## src/rtl/player_cmd_arbiter_if.sv

```systemverilog
// Command inputs and player-state outputs of player_cmd_arbiter.
// slave = arbiter side, master = command sources / consumers side.
interface player_cmd_arbiter_if;
  logic        bt_valid;
  logic [7:0]  bt_cmd;
  logic        key_valid;
  logic [2:0]  key_cmd;
  logic        i_finish_song;
  logic [2:0]  o_song_select;
  logic        o_pause;
  logic [3:0]  vol_level;
  logic [15:0] o_vol;
  logic        o_next;
  logic        o_pre;
  logic        o_vol_plus;
  logic        o_vol_dec;
  logic        o_busy;
  logic        o_drop;

  modport master (
    output bt_valid, bt_cmd, key_valid, key_cmd, i_finish_song,
    input  o_song_select, o_pause, vol_level, o_vol, o_next, o_pre,
           o_vol_plus, o_vol_dec, o_busy, o_drop
  );

  modport slave (
    input  bt_valid, bt_cmd, key_valid, key_cmd, i_finish_song,
    output o_song_select, o_pause, vol_level, o_vol, o_next, o_pre,
           o_vol_plus, o_vol_dec, o_busy, o_drop
  );
endinterface

```

## src/rtl/player_cmd_arbiter.sv

```systemverilog
// Serialises bt/key/end-of-song commands into song index, pause and volume state.
//   state | meaning
//   IDLE  | pick one source per cycle, latch command
//   EXEC  | apply latched command (one cycle)
//   LOCK  | post-command lockout, LOCK_CYCLES cycles
module player_cmd_arbiter #(
  parameter int SONG_NUM    = 4,
  parameter int LOCK_CYCLES = 5000000,
  parameter int VOL_MAX     = 8
) (
  input logic           clk,
  input logic           rst_n,
  player_cmd_arbiter_if.slave bus
);

  localparam int            CW        = (LOCK_CYCLES > 1) ? $clog2(LOCK_CYCLES) : 1;
  localparam logic [CW-1:0] LOCK_LOAD = CW'(LOCK_CYCLES - 1);
  localparam logic [2:0]    SONG_LAST = 3'(SONG_NUM - 1);
  localparam logic [3:0]    VMAX      = 4'(VOL_MAX);

  typedef enum logic [1:0] {S_IDLE, S_EXEC, S_LOCK} state_e;
  typedef enum logic [2:0] {C_AUTO, C_PAUSE, C_NEXT, C_PRE, C_VUP, C_VDN, C_SEL} cmd_e;

  state_e          r_state;
  cmd_e            r_cmd;
  logic [2:0]      r_cmd_idx;
  logic [CW-1:0]   r_lock_cnt;
  logic            r_pend;
  logic [2:0]      r_song;
  logic            r_pause;
  logic [3:0]      r_vol_level;
  logic            r_next;
  logic            r_pre;
  logic            r_vol_plus;
  logic            r_vol_dec;
  logic            r_busy;
  logic            r_drop;

  logic            w_bt_ok;
  cmd_e            w_bt_cmd;
  logic [2:0]      w_bt_idx;
  logic            w_key_ok;
  cmd_e            w_key_cmd;
  logic            w_key_live;
  logic            w_finish;
  logic [7:0]      w_att;

  always_comb begin
    w_bt_ok  = 1'b1;
    w_bt_cmd = C_PAUSE;
    w_bt_idx = 3'd0;
    unique case (bus.bt_cmd)
      8'h01:   w_bt_cmd = C_PAUSE;
      8'h02:   w_bt_cmd = C_NEXT;
      8'h03:   w_bt_cmd = C_PRE;
      8'h04:   w_bt_cmd = C_VUP;
      8'h05:   w_bt_cmd = C_VDN;
      default: begin
        if ((bus.bt_cmd[7:3] == 5'b01000) && (int'(bus.bt_cmd[2:0]) < SONG_NUM)) begin
          w_bt_cmd = C_SEL;
          w_bt_idx = bus.bt_cmd[2:0];
        end else begin
          w_bt_ok = 1'b0;
        end
      end
    endcase
  end

  always_comb begin
    w_key_ok  = 1'b1;
    w_key_cmd = C_PAUSE;
    unique case (bus.key_cmd)
      3'd1:    w_key_cmd = C_PAUSE;
      3'd2:    w_key_cmd = C_NEXT;
      3'd3:    w_key_cmd = C_PRE;
      3'd4:    w_key_cmd = C_VUP;
      3'd5:    w_key_cmd = C_VDN;
      default: w_key_ok = 1'b0;
    endcase
  end

  // ignored key codes never count as a command, so they can never be dropped
  assign w_key_live = bus.key_valid && w_key_ok;
  assign w_finish   = bus.i_finish_song;

  always_ff @(posedge clk) begin
    if (!rst_n) begin
      r_state     <= S_IDLE;
      r_cmd       <= C_AUTO;
      r_cmd_idx   <= 3'd0;
      r_lock_cnt  <= '0;
      r_pend      <= 1'b0;
      r_song      <= 3'd0;
      r_pause     <= 1'b0;
      r_vol_level <= 4'd0;
      r_next      <= 1'b0;
      r_pre       <= 1'b0;
      r_vol_plus  <= 1'b0;
      r_vol_dec   <= 1'b0;
      r_busy      <= 1'b0;
      r_drop      <= 1'b0;
    end else begin
      r_next     <= 1'b0;
      r_pre      <= 1'b0;
      r_vol_plus <= 1'b0;
      r_vol_dec  <= 1'b0;
      r_drop     <= 1'b0;
      unique case (r_state)
        S_IDLE: begin
          if (r_pend || w_finish) begin
            r_cmd   <= C_AUTO;
            r_pend  <= 1'b0;
            r_state <= S_EXEC;
            r_busy  <= 1'b1;
            if (bus.bt_valid || w_key_live) r_drop <= 1'b1;
          end else if (bus.bt_valid) begin
            if (w_bt_ok) begin
              r_cmd     <= w_bt_cmd;
              r_cmd_idx <= w_bt_idx;
              r_state   <= S_EXEC;
              r_busy    <= 1'b1;
            end
            if (!w_bt_ok || w_key_live) r_drop <= 1'b1;
          end else if (w_key_live) begin
            r_cmd   <= w_key_cmd;
            r_state <= S_EXEC;
            r_busy  <= 1'b1;
          end
        end
        S_EXEC: begin
          if (w_finish) r_pend <= 1'b1;
          if (bus.bt_valid || w_key_live) r_drop <= 1'b1;
          r_state    <= S_LOCK;
          r_lock_cnt <= LOCK_LOAD;
          unique case (r_cmd)
            C_AUTO: r_song <= (r_song == SONG_LAST) ? 3'd0 : r_song + 3'd1;
            C_NEXT: begin
              r_song  <= (r_song == SONG_LAST) ? 3'd0 : r_song + 3'd1;
              r_pause <= 1'b0;
              r_next  <= 1'b1;
            end
            C_PRE: begin
              r_song  <= (r_song == 3'd0) ? SONG_LAST : r_song - 3'd1;
              r_pause <= 1'b0;
              r_pre   <= 1'b1;
            end
            C_VUP: begin
              if (r_vol_level != 4'd0) begin
                r_vol_level <= r_vol_level - 4'd1;
                r_vol_plus  <= 1'b1;
              end
            end
            C_VDN: begin
              if (r_vol_level < VMAX) begin
                r_vol_level <= r_vol_level + 4'd1;
                r_vol_dec   <= 1'b1;
              end
            end
            C_PAUSE: begin
              r_pause    <= ~r_pause;
              r_state    <= S_IDLE;
              r_lock_cnt <= '0;
              r_busy     <= 1'b0;
            end
            C_SEL: begin
              r_song     <= r_cmd_idx;
              r_pause    <= 1'b0;
              r_state    <= S_IDLE;
              r_lock_cnt <= '0;
              r_busy     <= 1'b0;
            end
            default: r_state <= S_IDLE;
          endcase
        end
        S_LOCK: begin
          if (w_finish) r_pend <= 1'b1;
          if (bus.bt_valid || w_key_live) r_drop <= 1'b1;
          if (r_lock_cnt == '0) begin
            r_state <= S_IDLE;
            r_busy  <= 1'b0;
          end else begin
            r_lock_cnt <= r_lock_cnt - 1'b1;
          end
        end
        default: begin
          r_state <= S_IDLE;
          r_busy  <= 1'b0;
        end
      endcase
    end
  end

  assign w_att = (r_vol_level == VMAX) ? 8'hFC : 8'd14 * {4'd0, r_vol_level};

  assign bus.o_song_select = r_song;
  assign bus.o_pause       = r_pause;
  assign bus.vol_level     = r_vol_level;
  assign bus.o_vol         = {w_att, w_att};
  assign bus.o_next        = r_next;
  assign bus.o_pre         = r_pre;
  assign bus.o_vol_plus    = r_vol_plus;
  assign bus.o_vol_dec     = r_vol_dec;
  assign bus.o_busy        = r_busy;
  assign bus.o_drop        = r_drop;

endmodule

```

## src/flat_wrapper.sv

```systemverilog
// flat-port wrapper written by rule: the top's interface ports become plain ports
module player_cmd_arbiter_flat 
#(
  parameter int SONG_NUM    = 4,
  parameter int LOCK_CYCLES = 5000000,
  parameter int VOL_MAX     = 8
)
  (clk, rst_n, bus_bt_valid, bus_bt_cmd, bus_key_valid, bus_key_cmd, bus_i_finish_song, bus_o_song_select, bus_o_pause, bus_vol_level, bus_o_vol, bus_o_next, bus_o_pre, bus_o_vol_plus, bus_o_vol_dec, bus_o_busy, bus_o_drop);
  player_cmd_arbiter_if bus_i ();
  input logic clk;
  input logic rst_n;
  input wire logic [$bits(bus_i.bt_valid)-1:0] bus_bt_valid;
  input wire logic [$bits(bus_i.bt_cmd)-1:0] bus_bt_cmd;
  input wire logic [$bits(bus_i.key_valid)-1:0] bus_key_valid;
  input wire logic [$bits(bus_i.key_cmd)-1:0] bus_key_cmd;
  input wire logic [$bits(bus_i.i_finish_song)-1:0] bus_i_finish_song;
  output wire logic [$bits(bus_i.o_song_select)-1:0] bus_o_song_select;
  output wire logic [$bits(bus_i.o_pause)-1:0] bus_o_pause;
  output wire logic [$bits(bus_i.vol_level)-1:0] bus_vol_level;
  output wire logic [$bits(bus_i.o_vol)-1:0] bus_o_vol;
  output wire logic [$bits(bus_i.o_next)-1:0] bus_o_next;
  output wire logic [$bits(bus_i.o_pre)-1:0] bus_o_pre;
  output wire logic [$bits(bus_i.o_vol_plus)-1:0] bus_o_vol_plus;
  output wire logic [$bits(bus_i.o_vol_dec)-1:0] bus_o_vol_dec;
  output wire logic [$bits(bus_i.o_busy)-1:0] bus_o_busy;
  output wire logic [$bits(bus_i.o_drop)-1:0] bus_o_drop;
  assign bus_i.bt_valid = bus_bt_valid;
  assign bus_i.bt_cmd = bus_bt_cmd;
  assign bus_i.key_valid = bus_key_valid;
  assign bus_i.key_cmd = bus_key_cmd;
  assign bus_i.i_finish_song = bus_i_finish_song;
  assign bus_o_song_select = bus_i.o_song_select;
  assign bus_o_pause = bus_i.o_pause;
  assign bus_vol_level = bus_i.vol_level;
  assign bus_o_vol = bus_i.o_vol;
  assign bus_o_next = bus_i.o_next;
  assign bus_o_pre = bus_i.o_pre;
  assign bus_o_vol_plus = bus_i.o_vol_plus;
  assign bus_o_vol_dec = bus_i.o_vol_dec;
  assign bus_o_busy = bus_i.o_busy;
  assign bus_o_drop = bus_i.o_drop;
  player_cmd_arbiter #(.SONG_NUM(SONG_NUM), .LOCK_CYCLES(LOCK_CYCLES), .VOL_MAX(VOL_MAX)) u_core (.clk(clk), .rst_n(rst_n), .bus(bus_i));
endmodule
```

## config.mk

```make
export PLATFORM = sky130hd
export DESIGN_NAME = player_cmd_arbiter_flat
export DESIGN_NICKNAME = d
export VERILOG_FILES = /design/src/rtl/player_cmd_arbiter_if.sv /design/src/rtl/player_cmd_arbiter.sv /design/src/flat_wrapper.sv
export SDC_FILE = /design/constraint.sdc
export NUM_CORES = 1
export LEC_CHECK = 0
export CAP_MARGIN = 20
export CORE_MARGIN = 2
export CORE_UTILIZATION = 35
export DETAILED_ROUTE_END_ITERATION = 7
export GPL_TIMING_DRIVEN = 0
export SLEW_MARGIN = 40
export SYNTH_ARGS = -nofsm -noshare
export SYNTH_HDL_FRONTEND = slang
export SYNTH_SLANG_ARGS = --single-unit
```

## constraint.sdc

```tcl
create_clock -name clk -period 5.55 [get_ports clk]
set_input_delay 0.8325 -clock clk [delete_from_list [all_inputs] [get_ports clk]]
set_output_delay 0.8325 -clock clk [all_outputs]
set_load 0.02 [all_outputs]
```

* Word level (Yosys, flattened, before mapping) *
Cells that the tools add are included.

cells by class
  equality and inequality tests = 31
  multiply operators = 1
  muxes and demuxes = 49
  magnitude comparators = 2
  reductions and logical operators = 36
  add/sub/neg operators = 5
  bitwise gates (word level) = 2

operators with widths
  kind                                                                      number
  23-bit two-way mux                                                        2
  23-bit case mux with 2 select lines                                       1
  3-bit two-way mux                                                         9
  23-bit zero test                                                          1
  23-bit by 1-bit subtractor with 23-bit output (second input constant)     1
  1-bit two-way mux                                                         19
  8-bit by 2-bit equality test with 1-bit output (second input constant)    2
  8-bit by 3-bit equality test with 1-bit output (second input constant)    2
  3-bit by 2-bit equality test with 1-bit output (second input constant)    5
  3-bit equality test (second input constant)                               5
  3-bit case mux with 5 select lines                                        1
  3-bit AND reduction                                                       5
  5-bit OR reduction                                                        3
  2-bit two-way mux                                                         6
  3-bit case mux with 4 select lines                                        1
  4-bit AND reduction                                                       3
  2-bit by 1-bit inequality test with 1-bit output (second input constant)  5
  3-bit case mux with 3 select lines                                        1
  8-bit by 1-bit equality test with 1-bit output (second input constant)    1
  4-bit two-way mux                                                         2
  8-bit two-way mux                                                         1
  4-bit by 2-bit inequality test with 1-bit output (second input constant)  2
  4-bit case mux with 2 select lines                                        1
  2-bit AND reduction                                                       4
  28 further kinds                                                          43

word-level totals
  flip-flop bits (word level) = 46
  output and inout bits = 30
  logic and storage cells = 140

* Depth between registers and ports, before layout *
  depth in word-level cells = 10
  depth in mapped cells = 9
  depth with buffers taken out = 9

* Worst setup path after synthesis *
No wires, ideal clock.

  path type = register to output
  start point = register u_core.r_vol_level[1] (netlist: u_core.bus.vol_level[1])
  end point = output port bus_o_vol[13]
  cell stages (with the launch flop) = 7
  buffers on the path = 1
  arrival = 2664 ps
  slack = 2053 ps
  path through = dfxtp_1 fa_1 ha_1 fa_1 nor2b_1 o21ai_0 buf_4

between the ends
  longest elaborated chain between the ends = 2

ends and longest elaborated chain
  item                                                                                line                       text
  from (decl)                                                                         player_cmd_arbiter.sv:31   logic [3:0] r_vol_level;
  from (signal assigned)                                                              player_cmd_arbiter.sv:149  r_vol_level <= r_vol_level - 4'd1;
  from (signal assigned)                                                              player_cmd_arbiter.sv:155  r_vol_level <= r_vol_level + 4'd1;
  3-bit by 4-bit multiplier with 7-bit output or 4-bit equality test (tied branches)  player_cmd_arbiter.sv:193  assign w_att = (r_vol_level == VMAX) ? 8'hFC : 8'd14 * {4'd0, r_vol_level};
  8-bit two-way mux *                                                                 player_cmd_arbiter.sv:193
  to (decl)                                                                           flat_wrapper.sv:20         output wire logic [$bits(bus_i.o_vol)-1:0] bus_o_vol;

Every way passes the cells marked *; elsewhere a longest branch is shown, timed or not.

* Final worst setup path *
Same ends and word-level chain as after synthesis.

==> impl_metrics.json <==
{
  "outcome": "finished, final reports clean",
  "yosysWarnings": 0,
  "period_needed_ns": 3.96,
  "arrival_ns": 3.13,
  "dr.pass1.iters": 4,
  "max_freq_ghz": 0.252,
  "routed_wl_mm": 7.57,
  "grt_usage": 0.159,
  "async_flop_share": 0,
  "hold_buffers": 0,
  "fin_util": 0.432,
  "clock-sinks": 46,
  "die_w_um": 97.8,
  "final.setup_skew_ns": 0.00926,
  "setup_violations": 0,
  "grt_pass1_vias": 2721,
  "viasPerCell": 5.45,
  "cap_violations": 0,
  "grt_pass1_wl_mm": 12.8,
  "clkSlewWorstSetupHoldPaths_ns": 0.09,
  "area_delta_synth_final_pct": 21.3,
  "cts_tree": "yes",
  "critPathKind": "register to primary output",
  "rsz0062_at_grt": "no",
  "synthFlopType": "dfxtp_1",
  "insertion_delay_ns": 0.30,
  "placed_cell_area_sq_mm": 0.00364,
  "core_area_sq_mm": 0.00864,
  "setup_tns_ns": 0,
  "cts_buffers": 5,
  "hpwl_mm": 5.69,
  "grt.overflow.total": 0,
  "insertedDiodeCount": 0,
  "syn_inst": 377,
  "yosysSeqAreaShare": 0.299,
  "final_cell_area_sq_mm": 0.00373,
  "place_congestion": 0.856,
  "layout-drive-gt1-share": 0.0678,
  "avgRoutedWirePerCell_um": 14.1,
  "vdd_drop_max_mv": 0.120,
  "critPathRequiredTime_ns": 4.72,
  "leakage_nw": 1.40,
  "synth_edf_count": 0,
  "dp_cells": 528,
  "port_buffers": 42,
  "syn_area_sq_mm": 0.00308,
  "die_area_sq_mm": 0.00956,
  "relSlewSlack": 0.498,
  "num_rows": 34,
  "start_util": 0.357,
  "cts_resized": 0,
  "syn_area_per_cell_sq_um": 8.17,
  "cts_buffer_depth": 2,
  "path_max_fanout": 9,
  "die_h_um": 97.8,
  "tightest_slew_ns": 0.753,
  "htree_levels": 2,
  "fin_crit_sh": 0.714,
  "ys_types": 63,
  "antenna_found_initial": 0,
  "hp-class": "register to register",
  "worstSetupEndpointType": "primary output",
  "drc_errors": 0,
  "cts_root_buffer": "clkbuf_8",
  "nNetsFinal": 468,
  "pwr_density_cell_mw_per_mm2": 333,
  "maxSlewViolCount": 0,
  "ios": 46,
  "vias": 2920,
  "start_kind": "register",
  "fin_cells": 536,
  "grt_max_degree": 14,
  "detail-route-antenna-nets": 0,
  "drtIter0Drc": 203,
  "cts_setup_buffers": 0,
  "yosys_register_bits": 46,
  "hold_violations": 0
}
## kinds of logic (layout without fill, tap and decap cells)
kind of cell | Yosys count | after routing | synth area share
other cells | 1 | 2 | 0.00122
xor+xnor | 5 | 5 | 0.0142
buf+inv | 43 | 93 | 0.0634
mux | 5 | 5 | 0.0167
flops | 46 | 46 | 0.299
compound gates | 100 | 100 | 0.216
fa+ha+maj | 25 | 25 | 0.114
simple gates | 152 | 152 | 0.275
## layer usage
metal	GRT usage	part of all wire
met1	0.216	0.47
met2	0.263	0.46
met3	0.0243	0.051
met4	0.0491	0.018
met5	0	0
## stage by stage
step / setup WS (ns) / power (mW) / hold slack (ns)
after floorplan: 2.05 / 0.871 / 0.445
after global placement: 1.94 / 1.02 / 0.462
after detailed placement: 1.88 / 1.02 / 0.474
after CTS: 1.55 / 1.24 / 0.488
after global routing: 1.37 / 1.34 / 0.517
final: 1.59 / 1.24 / 0.490
## sequential cells by signal, indices dropped and copies added, names as in the netlist
name,flops
u_core.bus.o_next,1
u_core.bus.o_busy,1
u_core.bus.o_drop,1
u_core.r_cmd,3
u_core.r_lock_cnt,23
u_core.bus.o_vol_dec,1
u_core.bus.o_pause,1
u_core.r_pend,1
u_core.bus.o_song_select,3
u_core.bus.o_pre,1
u_core.bus.vol_level,4
u_core.bus.o_vol_plus,1
u_core.r_cmd_idx,3
u_core.r_state,2
## final timing paths
kind                            from                       to  slack (ns)  depth (start not counted)
max          u_core.bus.vol_level[1]            bus_o_vol[13]        1.59                          7
min              u_core.r_cmd_idx[2]      u_core.r_cmd_idx[2]        0.49                          1
max reg2reg          u_core.r_cmd[0]  u_core.bus.vol_level[3]        3.05                          9
min reg2reg      u_core.r_cmd_idx[2]      u_core.r_cmd_idx[2]        0.49                          1
## report_power, final
part	switching [mW]	total, mW	internal (mW)
Combinational	0.351	0.572	0.222
Sequential	0.0673	0.454	0.387
Clock	0.115	0.216	0.101
Total	0.533	1.24	0.709
## layout by cell type, fill, tap and decap left out, types with 8 or more instances in the layout
master | synthesis | routed
buf_4 | 9 | 9
a21oi_1 | 26 | 26
clkdlybuf4s50_1 | 0 | 42
clkbuf_1 | 11 | 12
ha_1 | 20 | 20
dfxtp_1 | 46 | 46
nand2b_1 | 9 | 9
o21ai_0 | 18 | 18
nor4_1 | 8 | 8
nand3_1 | 13 | 13
nor2_1 | 30 | 30
nor3_1 | 14 | 13
nand2_1 | 29 | 29
inv_1 | 21 | 21
## worst max-delay path, cell delays in order, from the launching register on
cell and delay [ns]:
dfxtp_1 0.61, fa_1 0.50, ha_1 0.22, fa_1 0.38, nor2b_1 0.15, o21ai_0 0.23, buf_4 0.15, clkdlybuf4s50_1 0.58
## cells in the mapped netlist, types with 4 or more instances
cell type,count,area (sq um)
mux2i_1,4,40.0
and3_1,4,25.0
fa_1,5,100
or3_1,4,25.0
nor3b_1,5,37.5
nor4_1,8,50.1
nand2b_1,9,56.3
inv_1,21,78.8
dfxtp_1,46,921
a311oi_1,5,43.8
a31oi_1,4,25.0
nor3_1,14,70.1
nand4_1,4,25.0
nand2_1,29,109
nand3_1,13,65.1
o31ai_1,4,30.0
ha_1,20,250
or4_1,6,45.0
a211oi_1,7,52.6
a21oi_1,26,130
clkbuf_1,11,41.3
nor2_1,30,113
nor2b_1,7,43.8
o21ai_0,18,90.1
buf_4,9,67.6
## layout make-up
class                      count  area [sq um]
buffer                        21           113
clock buffer                   7          86.3
clock inverter                 1          5.00
fill                         884          4900
inverter                      22          82.6
multi-input combinational    289          1970
sequential                    46           921
tap                          108           135
timing repair buffer          42           420
Power figures use the tool's default switching activity.
